File: src/rtl/ctrl_pkg.sv
//------------------------------------------------------------------------------
// Module  : ctrl_pkg
// Brief   : Shared types and encodings for the multi-cycle RV32I controller.
// Revision: 1.0 - initial release
//------------------------------------------------------------------------------
`default_nettype none

package ctrl_pkg;

    typedef enum logic [3:0] {
        FETCH    = 4'd0,
        DECODE   = 4'd1,
        MEMADR   = 4'd2,
        MEMREAD  = 4'd3,
        MEMWB    = 4'd4,
        MEMWRITE = 4'd5,
        EXECR    = 4'd6,
        EXECI    = 4'd7,
        ALUWB    = 4'd8,
        BEQ      = 4'd9,
        ILLEGAL  = 4'd10
    } state_t;

    localparam logic [6:0] c_op_lw    = 7'b0000011;
    localparam logic [6:0] c_op_sw    = 7'b0100011;
    localparam logic [6:0] c_op_rtype = 7'b0110011;
    localparam logic [6:0] c_op_addi  = 7'b0010011;
    localparam logic [6:0] c_op_beq   = 7'b1100011;

    localparam logic [2:0] c_alu_add = 3'b000;
    localparam logic [2:0] c_alu_sub = 3'b001;

    localparam logic [1:0] c_srca_pc    = 2'b00;
    localparam logic [1:0] c_srca_oldpc = 2'b01;
    localparam logic [1:0] c_srca_rs1   = 2'b10;

    localparam logic [1:0] c_srcb_rs2  = 2'b00;
    localparam logic [1:0] c_srcb_imm  = 2'b01;
    localparam logic [1:0] c_srcb_four = 2'b10;

    localparam logic [1:0] c_res_aluout    = 2'b00;
    localparam logic [1:0] c_res_memdata   = 2'b01;
    localparam logic [1:0] c_res_aluresult = 2'b10;

    localparam logic [1:0] c_imm_i = 2'b00;
    localparam logic [1:0] c_imm_s = 2'b01;
    localparam logic [1:0] c_imm_b = 2'b10;

    typedef struct packed {
        logic       mem_req;
        logic       mem_we;
        logic       adr_src;
        logic       ir_write;
        logic       pc_write;
        logic       reg_write;
        logic [1:0] alu_src_a;
        logic [1:0] alu_src_b;
        logic [2:0] alu_control;
        logic [1:0] result_src;
        logic [1:0] imm_src;
        logic       instr_done;
        logic       illegal_op;
    } ctrl_word_t;

endpackage

`default_nettype wire

File: src/rtl/ctrl_output_decoder.sv
//------------------------------------------------------------------------------
// Module  : ctrl_output_decoder
// Brief   : Combinational map from controller state (plus gating inputs) to
//           the datapath control word.
// Revision: 1.0 - initial release
//------------------------------------------------------------------------------
`default_nettype none

module ctrl_output_decoder
    import ctrl_pkg::*;
(
    input  logic [3:0] state,
    input  logic [6:0] op,
    input  logic       zero,
    input  logic       mem_ready,
    output ctrl_word_t ctrl
);

    always_comb begin
        ctrl             = '0;
        ctrl.alu_control = c_alu_add;
        case (state_t'(state))
            FETCH: begin
                ctrl.mem_req    = 1'b1;
                ctrl.adr_src    = 1'b0;
                ctrl.alu_src_a  = c_srca_pc;
                ctrl.alu_src_b  = c_srcb_four;
                ctrl.result_src = c_res_aluresult;
                ctrl.ir_write   = mem_ready;
                ctrl.pc_write   = mem_ready;
            end
            DECODE: begin
                // Branch target is precomputed into ALUOut for BEQ.
                ctrl.alu_src_a = c_srca_oldpc;
                ctrl.alu_src_b = c_srcb_imm;
                ctrl.imm_src   = c_imm_b;
            end
            MEMADR: begin
                ctrl.alu_src_a = c_srca_rs1;
                ctrl.alu_src_b = c_srcb_imm;
                ctrl.imm_src   = (op == c_op_sw) ? c_imm_s : c_imm_i;
            end
            MEMREAD: begin
                ctrl.mem_req = 1'b1;
                ctrl.adr_src = 1'b1;
            end
            MEMWB: begin
                ctrl.result_src = c_res_memdata;
                ctrl.reg_write  = 1'b1;
                ctrl.instr_done = 1'b1;
            end
            MEMWRITE: begin
                ctrl.mem_req    = 1'b1;
                ctrl.mem_we     = 1'b1;
                ctrl.adr_src    = 1'b1;
                ctrl.instr_done = mem_ready;
            end
            EXECR: begin
                ctrl.alu_src_a = c_srca_rs1;
                ctrl.alu_src_b = c_srcb_rs2;
            end
            EXECI: begin
                ctrl.alu_src_a = c_srca_rs1;
                ctrl.alu_src_b = c_srcb_imm;
                ctrl.imm_src   = c_imm_i;
            end
            ALUWB: begin
                ctrl.result_src = c_res_aluout;
                ctrl.reg_write  = 1'b1;
                ctrl.instr_done = 1'b1;
            end
            BEQ: begin
                ctrl.alu_src_a   = c_srca_rs1;
                ctrl.alu_src_b   = c_srcb_rs2;
                ctrl.alu_control = c_alu_sub;
                ctrl.result_src  = c_res_aluout;
                ctrl.pc_write    = zero;
                ctrl.instr_done  = 1'b1;
            end
            ILLEGAL: begin
                ctrl.illegal_op = 1'b1;
            end
            default: ;
        endcase
    end

endmodule

`default_nettype wire

File: src/rtl/multicycle_control_fsm.sv
//------------------------------------------------------------------------------
// Module  : multicycle_control_fsm
// Brief   : Multi-cycle RV32I-subset controller: state register, next-state
//           logic and saturating memory-stall counter.
// Revision: 1.0 - initial release
//------------------------------------------------------------------------------
`default_nettype none

module multicycle_control_fsm
    import ctrl_pkg::*;
#(
    parameter int STALL_CNT_W = 16
) (
    input  logic                   clk,
    input  logic                   rst,
    input  logic [6:0]             op,
    input  logic                   zero,
    input  logic                   memReady,
    output logic                   memReq,
    output logic                   memWe,
    output logic                   AdrSrc,
    output logic                   IRWrite,
    output logic                   PCWrite,
    output logic                   RegWrite,
    output logic [1:0]             ALUSrcA,
    output logic [1:0]             ALUSrcB,
    output logic [2:0]             ALUControl,
    output logic [1:0]             ResultSrc,
    output logic [1:0]             ImmSrc,
    output logic                   instrDone,
    output logic                   illegalOp,
    output logic [STALL_CNT_W-1:0] stallCnt,
    output logic [3:0]             state
);

    state_t                   r_state;
    state_t                   w_next_state;
    ctrl_word_t               w_dec_ctrl;
    ctrl_word_t               w_ctrl;
    logic [STALL_CNT_W-1:0]   r_stall_cnt;
    logic                     w_stall;

    ctrl_output_decoder u_decoder (
        .state     (r_state),
        .op        (op),
        .zero      (zero),
        .mem_ready (memReady),
        .ctrl      (w_dec_ctrl)
    );

    // Reset silences every strobe so an abandoned instruction writes nothing.
    assign w_ctrl  = rst ? '0 : w_dec_ctrl;
    assign w_stall = w_ctrl.mem_req & ~memReady;

    always_ff @(posedge clk) begin
        if (rst) begin
            r_state <= FETCH;
        end else begin
            r_state <= w_next_state;
        end
    end

    always_comb begin
        w_next_state = FETCH;
        case (r_state)
            FETCH:    w_next_state = memReady ? DECODE : FETCH;
            DECODE: begin
                case (op)
                    c_op_lw, c_op_sw: w_next_state = MEMADR;
                    c_op_rtype:       w_next_state = EXECR;
                    c_op_addi:        w_next_state = EXECI;
                    c_op_beq:         w_next_state = BEQ;
                    default:          w_next_state = ILLEGAL;
                endcase
            end
            MEMADR:   w_next_state = (op == c_op_sw) ? MEMWRITE : MEMREAD;
            MEMREAD:  w_next_state = memReady ? MEMWB : MEMREAD;
            MEMWRITE: w_next_state = memReady ? FETCH : MEMWRITE;
            EXECR:    w_next_state = ALUWB;
            EXECI:    w_next_state = ALUWB;
            default:  w_next_state = FETCH;
        endcase
    end

    always_ff @(posedge clk) begin
        if (rst) begin
            r_stall_cnt <= '0;
        end else if (w_stall && (r_stall_cnt != '1)) begin
            r_stall_cnt <= r_stall_cnt + STALL_CNT_W'(1);
        end
    end

    assign memReq     = w_ctrl.mem_req;
    assign memWe      = w_ctrl.mem_we;
    assign AdrSrc     = w_ctrl.adr_src;
    assign IRWrite    = w_ctrl.ir_write;
    assign PCWrite    = w_ctrl.pc_write;
    assign RegWrite   = w_ctrl.reg_write;
    assign ALUSrcA    = w_ctrl.alu_src_a;
    assign ALUSrcB    = w_ctrl.alu_src_b;
    assign ALUControl = w_ctrl.alu_control;
    assign ResultSrc  = w_ctrl.result_src;
    assign ImmSrc     = w_ctrl.imm_src;
    assign instrDone  = w_ctrl.instr_done;
    assign illegalOp  = w_ctrl.illegal_op;
    assign stallCnt   = r_stall_cnt;
    assign state      = r_state;

endmodule

`default_nettype wire

File: config.mk
export PLATFORM = sky130hd
export DESIGN_NAME = multicycle_control_fsm
export DESIGN_NICKNAME = d
export VERILOG_FILES = /design/src/rtl/ctrl_pkg.sv /design/src/rtl/ctrl_output_decoder.sv /design/src/rtl/multicycle_control_fsm.sv
export SDC_FILE = /design/constraint.sdc
export NUM_CORES = 1
export LEC_CHECK = 0
export CELL_PAD_IN_SITES_DETAIL_PLACEMENT = 1
export CELL_PAD_IN_SITES_GLOBAL_PLACEMENT = 1
export CORE_UTILIZATION = 34
export CTS_CLUSTER_DIAMETER = 40
export DETAILED_ROUTE_END_ITERATION = 16
export PLACE_DENSITY = 0.83
export REMOVE_ABC_BUFFERS = 1
export SLEW_MARGIN = 20
export SYNTH_ARGS = -nofsm -noshare
export SYNTH_HDL_FRONTEND = slang
export SYNTH_SLANG_ARGS = --single-unit
File: constraint.sdc
create_clock -name clk -period 5.5 [get_ports clk]
set_clock_uncertainty 0.15 [all_clocks]
set_input_delay 0.825 -clock clk [delete_from_list [all_inputs] [get_ports clk]]
set_output_delay 0.825 -clock clk [all_outputs]
set_load 0.01 [all_outputs]
; Yosys cells after proc, flatten, opt, wreduce, memory -nomap -nowiden
; Cells that the tools add are included.
[totals]
ff_bits = 20
out_inout_bits = 39
word_cells = 51
[classes]
add_sub_neg = 1
eq_ne = 16
mux = 20
bitwise = 2
n_reduce_logical = 10
[ops]
columns = cell, n
row1 = case mux 4 bit (4 select lines), 2
row2 = case mux 4 bit (6 select lines), 1
row3 = 2-to-1 mux 19 bit, 1
row4 = "adder 16 x 1 -> 16 bit, second input constant", 1
row5 = "== test 4 x 3 -> 1 bit, second input constant", 4
row6 = "inequality test 16 bit, second input constant", 1
row7 = "== test 7 x 6 -> 1 bit, second input constant", 2
row8 = "== test 4 bit, second input constant", 3
row9 = OR reduction 2 bit, 6
row10 = 2-to-1 mux 1 bit, 9
row11 = 2-to-1 mux 3 bit, 3
row12 = "== test 4 x 2 -> 1 bit, second input constant", 2
row13 = case mux 2 bit (2 select lines), 2
row14 = "== test 7 x 2 -> 1 bit, second input constant", 1
row15 = "== test 7 x 5 -> 1 bit, second input constant", 1
row16 = "== test 7 bit, second input constant", 1
row17 = OR reduction 3 bit, 2
row18 = "== test 4 x 1 -> 1 bit, second input constant", 1
row19 = zero test 4 bit, 1
row20 = case mux 1 bit (2 select lines), 2
row21 = bitwise AND 1 bit, 1
row22 = logical AND 1 bit, 1
row23 = NOT 1 bit, 1

; Longest topological paths before layout
; Gate-level depths: netlist of run 1.
[logic_depth]
depth_word = 6
mapped_depth = 7

; Cells and area by module
; Synthesis of run 1 repeated with hierarchy kept, for this count alone.
[unflattened]
cells_unflattened = 186
hier_area_um2 = 1467.7
[by_module_without_submodules]
columns = mod, n_inst, cells_per_inst, area_per_inst_um2, seq_area_each_um2
row1 = multicycle_control_fsm, 1, 149, 1206.2, 400.4
row2 = ctrl_output_decoder, 1, 37, 261.5, 0.0

; Worst setup path before layout of run 1
; Ideal clock, no wire load.
[synth_path]
path_kind = input -> output
startpoint = input rst
endpoint = output PCWrite
t_arrival_ps = 1993
setup_slack_ps = 2532
cell_stages = 5
cell_sequence = or3_1 -> clkbuf_1 -> nor3_1 -> and2_1 -> a21o_1
[synth_between]
elab_chain_len = 1
[synth_rtl]
columns = item, line
row1 = "start, declared", multicycle_control_fsm.sv:15  ; input logic rst,
row2 = 2-to-1 mux 19 bit, multicycle_control_fsm.sv:52  ; assign w_ctrl = rst ? '0 : w_dec_ctrl;
row3 = "end, declared", multicycle_control_fsm.sv:23  ; output logic PCWrite,
; No other way between the ends.

; Worst setup path after layout of run 1
; Same ends and word-level chain as after synthesis.

==> results by group, run 1 <==
Synthesis
  – Cell count after synthesis: 175
  – Syn Area/Cell: 7.76 µm²
  – Number of synthesized flops with an enable pin: 0
  – Cell area after synthesis: 1360 µm²
  – Yosys reg bits: 20
  – Synth cell types: 48
  – Main synth FF type: dfxtp_1
  – Async SR Flop Fraction: 0%
  – Seq/Total Area, Yosys: 29.5%
  – YS warnings: 0

Timing
  – Fin Hold WS: 0.368 ns
  – Endpoints failing hold: 0
  – Fmax: 254 MHz
  – # setup viols final: 0
  – Slew margin rel.: 52.8%
  – RSZ-0062 raised after global routing: no
  – Crit share post-route: 71.6%
  – Final Max Slew Viols: 0
  – Crit path time final: 3.94 ns
  – Setup total negative slack: 0 ns
  – Measured slew at the worst slew-check pin: 0.704 ns

Global route
  – Largest net degree at the start of global routing: 32
  – Global route total overflow: 0
  – GRT Util Overall: 20.9%
  – Initial antenna violation count: 0
  – First-pass GRT wire length: 7090 µm
  – Vias in the first global route: 1546

Critical path
  – Crit Path Max Fanout: 25
  – Worst path bufs/invs: 3
  – Worst R2R Path Depth: 4
  – Slowest cell delay on critical path: 0.53 ns
  – Cell mode on critical path: clkdlybuf4s50_1
  – Delay-heaviest family, CP: buffers and inverters
  – CP Launch Type: primary input
  – CP cell instances: clkdlybuf4s50_1, buf_4, or3_1, nor3_1, and2_1, a21o_1, clkdlybuf4s50_1
  – WP data required: 4.53 ns
  – Critical path arrival: 2.96 ns
  – Crit end category: primary output
  – Critical Path Stages: 7
  – Kind of critical path: primary input to primary output
  – CP max stage cell: clkdlybuf4s50_1

Clock network
  – CTS tree: done
  – # Post-CTS Setup Buffers: 0
  – CTS Root Cell: clkbuf_8
  – Max clock buf depth: 2
  – Post_cts resized: 0
  – # hold bufs at CTS: 0
  – H-tree Lvls: 1
  – Clock Latency Late Sink: 0.25 ns
  – Clk slew on worst S/H paths: 0.08 ns
  – Clk sink count: 20
  – Num CTS Buffers: 3

Pwr
  – Cell Pwr Density: 183 nW/µm²
  – Leak: 0.630 nW
  – Worst VDD drop: 0.0880 mV

Final layout
  – Register area: 400 µm²
  – Fin nets: 227
  – Fill count: 456
  – Area growth syn-to-layout: 40.0%
  – Layout cells sized above 1: 5.14%
  – Core Util, Final: 50.8%
  – Multi-input logic area: 878 µm²
  – # diodes: 0

Placement
  – Number of port buffers: 47
  – Post-DP HPWL: 3110 µm
  – Gp weighted congestion: 0.840

Routing
  – WL per Instance: 16.1 µm
  – Routed wire length: 4210 µm
  – First-pass DRT Iterations: 4
  – Via count: 1526
  – DRC: 0
  – Vias per inst: 5.82
  – Initial DRC count: 68
  – Antenna Nets Post-Route: 0

Die
  – Die width: 65.2 µm
  – Row count: 22
  – Initial Utilization: 36.3%
  – Chip height: 65.2 µm
  – Die area: 4250 µm²
  – Core Region: 3740 µm²
  – I/O pin total: 50

Outcome
  – Status: finished, final reports clean

Flow run
  – Max-cap violation count: 0

Min path
  – WHS Path Cells: 2
  – HP Class: flip-flop to flip-flop
-- worst min-delay path, delay by kind of cell, from the launching register on --
kind,cells,cell delay (ns)
compound gates,2,0.13
flops,1,0.34
-- report_power, final --
part	switching [W]	total [W]	internal, W
clock network	0.0000487	0.000112	0.0000636
registers	0.0000108	0.000159	0.000148
logic	0.0000385	0.0000770	0.0000385
total	0.0000981	0.000348	0.000250
-- placed cells by master (no fill, tap or decap), drive strengths merged, types with 2 or more instances in the layout --
| master | synthesis | routed |
|---|---|---|
| clkdlybuf4s50 | 0 | 47 |
| dfxtp | 20 | 20 |
| nor2 | 13 | 13 |
| a21oi | 12 | 12 |
| nor3 | 9 | 9 |
| nand2 | 9 | 9 |
| inv | 8 | 8 |
| or4 | 8 | 8 |
| o31ai | 7 | 7 |
| o21ai | 6 | 6 |
| nor4 | 6 | 6 |
| and3 | 5 | 5 |
| nand4 | 5 | 5 |
| nand3 | 5 | 5 |
| or3 | 4 | 4 |
| nand2b | 4 | 4 |
| and4 | 4 | 4 |
| clkbuf | 9 | 4 |
| o311ai | 4 | 4 |
| a211oi | 3 | 3 |
| nor2b | 2 | 2 |
| xor2 | 2 | 2 |
| o21a | 2 | 2 |
| o41ai | 2 | 2 |
| o31a | 2 | 2 |
| mux2i | 2 | 2 |
| conb | 1 | 2 |
| o211ai | 2 | 2 |
-- cells in the mapped netlist (3+ instances only) --
library cell  instances  area share (%)
a211oi_1              3             1.7
nand2b_1              4             1.8
or4_1                 8             4.4
nor3_1                9             3.3
nand3_1               5             1.8
nor2_1               13             3.6
or3_1                 4             1.8
and3_1                5             2.3
dfxtp_1              20              29
clkbuf_1              8             2.2
inv_1                 8             2.2
nor4_1                5             2.3
o31ai_1               7             3.9
a21oi_1              12             4.4
o21ai_0               6             2.2
nand4_1               5             2.3
and4_1                4             2.6
nand2_1               9             2.5
o311ai_0              3             1.9
-- path summary, 6_finish.rpt --
check,startpoint,endpoint,slack (ns)
worst max-delay path,rst,PCWrite,1.56
worst min-delay path,stallCnt[15]$_SDFFE_PP0P_,stallCnt[15]$_SDFFE_PP0P_,0.37
worst max register to register,state[1]$_SDFF_PP0_,stallCnt[5]$_SDFFE_PP0P_,3.18
worst min register to register,stallCnt[15]$_SDFFE_PP0P_,stallCnt[15]$_SDFFE_PP0P_,0.37
-- per-stage QoR --
step	setup WS [ns]	cells	cell area, µm²	power [W]
2_1_floorplan	2.58	162	1290	0.000194
3_5_place_dp	1.58	258	1830	0.000237
6_report	1.56	262	1900	0.000348
4_1_cts	1.56	262	1880	0.000351
5_1_grt	1.45	262	1900	0.000366
3_3_place_gp	1.63	258	1830	0.000235
-- cell type report --
type                       count  area share (%)
clock buffer                   4            2.89
inverter                       8            1.58
multi-input combinational    134            46.2
sequential                    20            21.1
tap                           48            3.16
timing repair buffer          48            25.1
-- registers in the layout (all words and copies together), names as in the netlist --
name,count
stallCnt,16
state,4
-- metal layers --
layer / vias up / global-route usage, % / wire length [µm]
met2: 48 / 36.1 / 2060
met4: 0 / 5.16 / 27
met1: 733 / 26.3 / 1910
met5: - / 0 / 0
met3: 2 / 3.99 / 208
li1: 743 / - / -
-- cell families (layout without fill, tap and decap cells) --
kind of cell | count (synthesis) | in the layout | share of synthesized area, %
muxes | 3 | 3 | 2.30
and+or+nand+nor | 80 | 80 | 34.3
DFF | 20 | 20 | 29.5
buffers and inverters | 22 | 60 | 7.46
adders and majority gates | 1 | 1 | 0.921
xor gates and xnor gates | 2 | 2 | 1.29
other | 1 | 2 | 0.276
AOI/OAI and AO/OA | 46 | 46 | 23.9
No activity file was read; power rests on OpenSTA's default activity.
==> inputs of run 2 (changes only) <==
CORE_UTILIZATION = 31   (was 34)
PLACE_DENSITY = 0.76   (was 0.83)
clock period = 3.92 ns   (was 5.5 ns; I/O delays follow)
==> run 2 against run 1 <==
Against the previous run:
- routed wire length fell by 0.38%
- global-route usage fell by 1.6 points
- non-clock buffer count did not move
- clock power rose by 91%
- via count rose by 0.39%
- first-iteration DRC count rose by 18%
- setup slack got worse by 0.95 ns
- design area rose by 0.99%
- core utilization fell by 4.1 points
- largest cell class unchanged
==> results by group, run 2 (synthesized netlist as in run 1, its figures left out) <==
Final layout
  – Fill count: 495 (was 456)
  – Post-route insts no fill: 264 (was 262)
  – Area growth syn-to-layout: 41.3% (was 40.0%)
  – Core Util, Final: 46.7% (was 50.8%)
  – Commonest non-fill, non-tap cell in the layout: clkdlybuf4s50_1 (unchanged)
  – Fin nets: 227 (unchanged)
  – # diodes: 0 (unchanged)
  – Layout cells sized above 1: 5.14% (unchanged)
  – Leading cell types in the layout, fill and taps excluded: clkdlybuf4s50_1 (47), dfxtp_1 (20), nor2_1 (13) (unchanged)
  – Max FFs per register: 16 (unchanged)

Routing
  – Initial DRC count: 80 (was 68)
  – Vias per inst: 5.80 (was 5.82)
  – WL per Instance: 15.9 µm (was 16.1 µm)
  – Via count: 1532 (was 1526)
  – Routed wire length: 4190 µm (was 4210 µm)
  – First-pass DRT Iterations: 4 (unchanged)
  – DRC: 0 (unchanged)
  – Antenna Nets Post-Route: 0 (unchanged)

Pwr
  – Sequential power share: 40.9% (was 45.6%)
  – Leak: 0.637 nW (was 0.630 nW)
  – Logic pwr share: 19.9% (was 22.1%)
  – Total internal power: 0.000398 W (was 0.000250 W)
  – Cell Pwr Density: 284 nW/µm² (was 183 nW/µm²)
  – Sw Pwr: 0.000147 W (was 0.0000981 W)
  – Clock share of power: 39.3% (was 32.3%)
  – Switching share of power: 27.0% (was 28.2%)
  – Worst VDD drop: 0.145 mV (was 0.0880 mV)

Die
  – Die area: 4650 µm² (was 4250 µm²)
  – Core Region: 4120 µm² (was 3740 µm²)
  – Chip height: 68.2 µm (was 65.2 µm)
  – Row count: 23 (was 22)
  – I/O pin total: 50 (unchanged)
  – Initial Utilization: 33.0% (was 36.3%)
  – Die width: 68.2 µm (was 65.2 µm)

Global route
  – Global route total overflow: 0 (unchanged)
  – Largest net degree at the start of global routing: 32 (unchanged)
  – First-pass GRT wire length: 6900 µm (was 7090 µm)
  – GRT Util Overall: 19.3% (was 20.9%)
  – Initial antenna violation count: 0 (unchanged)
  – Vias in the first global route: 1482 (was 1546)

Timing
  – RSZ-0062 raised after global routing: no (unchanged)
  – Fmax: 303 MHz
  – Slew margin rel.: 52.8% (about the same)
  – Measured slew at the worst slew-check pin: 0.704 ns (about the same)
  – Final Max Slew Viols: 0 (unchanged)
  – Endpoints failing hold: 0 (unchanged)
  – Crit share post-route: 84.3%
  – # setup viols final: 0 (unchanged)
  – Crit path time final: 3.30 ns
  – Setup total negative slack: 0 ns (unchanged)

Critical path
  – Kind of critical path: primary input to primary output (unchanged)
  – Critical path arrival: 2.57 ns (was 2.96 ns)
  – Crit Path Max Fanout: 6 (was 25)
  – CP Launch Type: primary input (unchanged)
  – WP data required: 3.18 ns (was 4.53 ns)
  – Crit end category: primary output (unchanged)

Min path
  – HP Class: flip-flop to flip-flop (unchanged)

Clock network
  – # hold bufs at CTS: 0 (unchanged)
  – Clk sink count: 20 (unchanged)
  – Clk slew on worst S/H paths: 0.09 ns (was 0.08 ns)
  – H-tree Lvls: 1 (unchanged)
  – Clock Latency Late Sink: 0.27 ns (was 0.25 ns)
  – Post_cts resized: 0 (unchanged)
  – Max clock buf depth: 2 (unchanged)
  – CTS tree: done (unchanged)
  – # Post-CTS Setup Buffers: 0 (unchanged)
  – Num CTS Buffers: 3 (unchanged)
  – CTS Root Cell: clkbuf_8 (unchanged)

Flow run
  – Max-cap violation count: 0 (unchanged)

Placement
  – Number of port buffers: 47 (unchanged)
  – Placed cells: 260 (was 258)
  – Post-DP HPWL: 3060 µm (was 3110 µm)
  – Gp weighted congestion: 0.797 (was 0.840)

Outcome
  – Status: finished, final reports clean (unchanged)
run 2: changes by cell type in the layout (fill, tap and decap cells not counted), sizes merged:
| cell | change |
|---|---|
| clkbuf | -1 |
| bufinv | +1 |
run 2: routing by layer:
metal | share of wire (%) | track usage [%] | routed length [µm] | vias to the layer above
li1 | - | - | - | 743
met1 | 46 | 24.1 | 1950 | 736
met2 | 48 | 33.9 | 2020 | 49
met3 | 4.2 | 3.00 | 178 | 4
met4 | 1.0 | 4.69 | 43 | 0
met5 | 0 | 0 | 0 | -
run 2: final cells by class:
cell class	instances	area [µm²]	area share (%)
clock buffer	3	41.3	2.15
timing repair buffer	48	478	24.9
sequential	20	400	20.8
multi-input combinational	134	878	45.7
clock inverter	1	30.0	1.56
tap	50	62.6	3.26
inverter	8	30.0	1.56
run 2: power groups by stage:
stage                     Clock (W)  Combinational (W)  Sequential [W]
after floorplan                   0          0.0000479        0.000225
after global placement            0           0.000104        0.000227
after detailed placement          0           0.000107        0.000227
after CTS                  0.000216           0.000108        0.000223
after global routing       0.000225           0.000118        0.000224
final                      0.000214           0.000108        0.000223
run 2: through the flow:
step                hold WS, ns  instance area, µm²  power (W)  setup WS [ns]
finish                    0.367                1920   0.000545          0.616
global route              0.398                1920   0.000567          0.471
CTS                       0.363                1900   0.000546          0.617
detailed placement        0.343                1830   0.000334          0.640
global placement          0.325                1830   0.000331          0.657
floorplan                 0.346                1290   0.000273           1.47
run 2: path summary, 6_finish.rpt:
check	from	end	slack, ns	cells past startpoint
hold / removal	stallCnt[15]$_SDFFE_PP0P_	stallCnt[15]$_SDFFE_PP0P_	0.37	2
setup reg to reg	state[2]$_SDFF_PP0_	stallCnt[5]$_SDFFE_PP0P_	1.64	4
hold reg to reg	stallCnt[15]$_SDFFE_PP0P_	stallCnt[15]$_SDFFE_PP0P_	0.37	2
setup / recovery	rst	PCWrite	0.62	6
run 2: worst max-delay path, cell delays in order:
cell,delay (ns)
clkdlybuf4s50_1,0.44
or3_1,0.45
nor3_1,0.27
and2_1,0.20
a21o_1,0.09
clkdlybuf4s50_1,0.53
==> inputs of run 3 (changes only) <==
clock period = 3.3 ns   (was 3.92 ns; I/O delays follow)
==> run 3 against run 2 <==
Against the previous run:
- critical path depth unchanged
- routed wire length increased by 1.4%
- non-clock buffer count increased by 3
- global-route usage grew 0.40 points
- total power increased by 7.6%
- setup slack got worse by 0.35 ns
- register-to-register slack worse by 0.68 ns
- die area did not move
- cell count grew 1.1%
- core utilization shrank 0.061 points
- highest routed layer unchanged
==> results by group, run 3 (synthesized netlist as in run 1, its figures left out) <==
Critical path
  – Crit Path Max Fanout: 24 (was 6)
  – Crit end category: primary output (unchanged)
  – Critical path arrival: 2.39 ns (was 2.57 ns)
  – Kind of critical path: primary input to primary output (unchanged)
  – WP data required: 2.65 ns (was 3.18 ns)
  – Reg-to-reg slack, setup: 0.96 ns (was 1.64 ns)
  – Worst R2R Path Depth: 4 (unchanged)
  – R2R Path Start: state[2]$_SDFF_PP0_ (unchanged)
  – Worst r2r dst: stallCnt[15]$_SDFFE_PP0P_ (was stallCnt[5]$_SDFFE_PP0P_)
  – CP Launch Type: primary input (unchanged)

Global route
  – Vias in the first global route: 1448 (was 1482)
  – Initial antenna violation count: 0 (unchanged)
  – Largest net degree at the start of global routing: 32 (unchanged)
  – Gr busiest metal: met2 (unchanged)
  – Global route total overflow: 0 (unchanged)
  – First-pass GRT wire length: 6880 µm (was 6900 µm)
  – Routing usage on met3: 3.33% (was 3.00%)
  – GR Util met1: 25.9% (was 24.1%)
  – GRT Util Overall: 19.6% (was 19.3%)
  – Global Route met2 Usage: 32.7% (was 33.9%)

Timing
  – Crit share post-route: 91.9%
  – RSZ-0062 raised after global routing: no (unchanged)
  – Final Max Slew Viols: 0 (unchanged)
  – Setup total negative slack: 0 ns (unchanged)
  – # setup viols final: 0 (unchanged)
  – Fmax: 330 MHz
  – Measured slew at the worst slew-check pin: 0.712 ns (was 0.704 ns)
  – Crit path time final: 3.03 ns
  – Endpoints failing hold: 0 (unchanged)
  – Worst setup margin: 0.266 ns (was 0.616 ns)
  – Slew margin rel.: 52.3% (was 52.8%)

Min path
  – Hold path startpoint: stallCnt[15]$_SDFFE_PP0P_ (unchanged)
  – HP Class: flip-flop to flip-flop (unchanged)
  – Hold Crit Endpoint: stallCnt[15]$_SDFFE_PP0P_ (unchanged)
  – WHS Path Cells: 2 (unchanged)

Final layout
  – Leading cell types in the layout, fill and taps excluded: clkdlybuf4s50_1 (47), dfxtp_1 (20), nor2_1 (13) (unchanged)
  – Layout cells sized above 1: 6.45% (was 5.14%)
  – Design area: 1920 µm² (about the same)
  – Core Util, Final: 46.6% (was 46.7%)
  – # diodes: 0 (unchanged)
  – Area growth syn-to-layout: 41.2% (was 41.3%)
  – Fin nets: 230 (was 227)
  – Fill count: 497 (was 495)
  – Max FFs per register: 16 (unchanged)
  – Post-route insts no fill: 267 (was 264)
  – Commonest non-fill, non-tap cell in the layout: clkdlybuf4s50_1 (unchanged)

Routing
  – Initial DRC count: 58 (was 80)
  – DRC: 0 (unchanged)
  – First-pass DRT Iterations: 4 (unchanged)
  – Via count: 1537 (was 1532)
  – Vias per inst: 5.76 (was 5.80)
  – Antenna Nets Post-Route: 0 (unchanged)
  – Routed wire length: 4250 µm (was 4190 µm)
  – WL per Instance: 15.9 µm (about the same)

Placement
  – Gp weighted congestion: 0.794 (was 0.797)
  – Placed cells: 263 (was 260)
  – Number of port buffers: 47 (unchanged)
  – DP Area: 1850 µm² (was 1830 µm²)
  – Post-DP HPWL: 3060 µm (about the same)
  – Pre-CTS setup slack: 0.282 ns (was 0.640 ns)

Outcome
  – Status: finished, final reports clean (unchanged)

Pwr
  – Leak: 0.629 nW (was 0.637 nW)
  – Cell Pwr Density: 306 nW/µm² (was 284 nW/µm²)
  – Worst VDD drop: 0.158 mV (was 0.145 mV)

Die
  – Die width: 68.2 µm (unchanged)
  – Chip height: 68.2 µm (unchanged)
  – Initial Utilization: 33.0% (unchanged)
  – Row count: 23 (unchanged)
  – Die area: 4650 µm² (unchanged)
  – Core Region: 4120 µm² (unchanged)
  – I/O pin total: 50 (unchanged)

Clock network
  – # hold bufs at CTS: 0 (unchanged)
  – H-tree Lvls: 1 (unchanged)
  – Num CTS Buffers: 3 (unchanged)
  – CTS Root Cell: clkbuf_8 (unchanged)
  – CTS tree: done (unchanged)
  – # Post-CTS Setup Buffers: 0 (unchanged)
  – Max clock buf depth: 2 (unchanged)
  – Clk slew on worst S/H paths: 0.07 ns (was 0.09 ns)
  – Clock Latency Late Sink: 0.26 ns (was 0.27 ns)
  – Clk sink count: 20 (unchanged)
  – Post_cts resized: 0 (unchanged)

Flow run
  – Max-cap violation count: 0 (unchanged)
## run 3: cell count changes in the layout (fill, tap and decap cells not counted)
| cell | previous run | this run |
|---|---|---|
| nor4_4 | 1 | 0 |
| bufinv_16 | 1 | 0 |
| clkbuf_8 | 3 | 4 |
| nor4_2 | 0 | 1 |
| buf_4 | 1 | 4 |
## run 3: cell type report
class	count	area [µm²]	area share (%)
Sequential cell	20	400	20.9
Inverter	8	30.0	1.57
Tap cell	50	62.6	3.26
Clock buffer	4	55.1	2.87
Timing Repair Buffer	51	500	26.1
Multi-Input combinational cell	134	870	45.3
## run 3: worst max-delay path by stage
stage	startpoint	to	slack (ns)	cells past startpoint
after floorplan	state[2]$_SDFF_PP0_	PCWrite	1.00	4
after global placement	rst	ImmSrc[0]	0.29	5
after detailed placement	rst	PCWrite	0.28	6
after CTS	rst	PCWrite	0.25	6
after global routing	state[2]$_SDFF_PP0_	instrDone	0.18	5
final	rst	memReq	0.27	6
## run 3: where the power goes
group	total, W	switching, W	leakage [nW]	internal (W)
Sequential	0.000262	0.0000152	0.162	0.000246
Combinational	0.000135	0.0000682	0.439	0.0000664
Clock	0.000190	0.0000840	0.0288	0.000106
Total	0.000586	0.000167	0.629	0.000419
## run 3: per-stage QoR
| step | hold WS (ns) | total power, W |
|---|---|---|
| floorplan | 0.346 | 0.000324 |
| global placement | 0.322 | 0.000396 |
| detailed placement | 0.355 | 0.000399 |
| CTS | 0.371 | 0.000590 |
| global route | 0.407 | 0.000615 |
| finish | 0.371 | 0.000586 |
## run 3: routing by layer
layer / wire, µm / up-vias
met3: 153 / 2
met2: 2090 / 40
li1: - / 751
met4: 12 / 0
met5: 0 / -
met1: 2000 / 744
## run 3: critical path, cell delays in order
cell and delay (ns):
clkdlybuf4s50_1 0.50, buf_4 0.29, nor2_1 0.13, and3_1 0.20
or2_2 0.29, clkdlybuf4s50_1 0.49
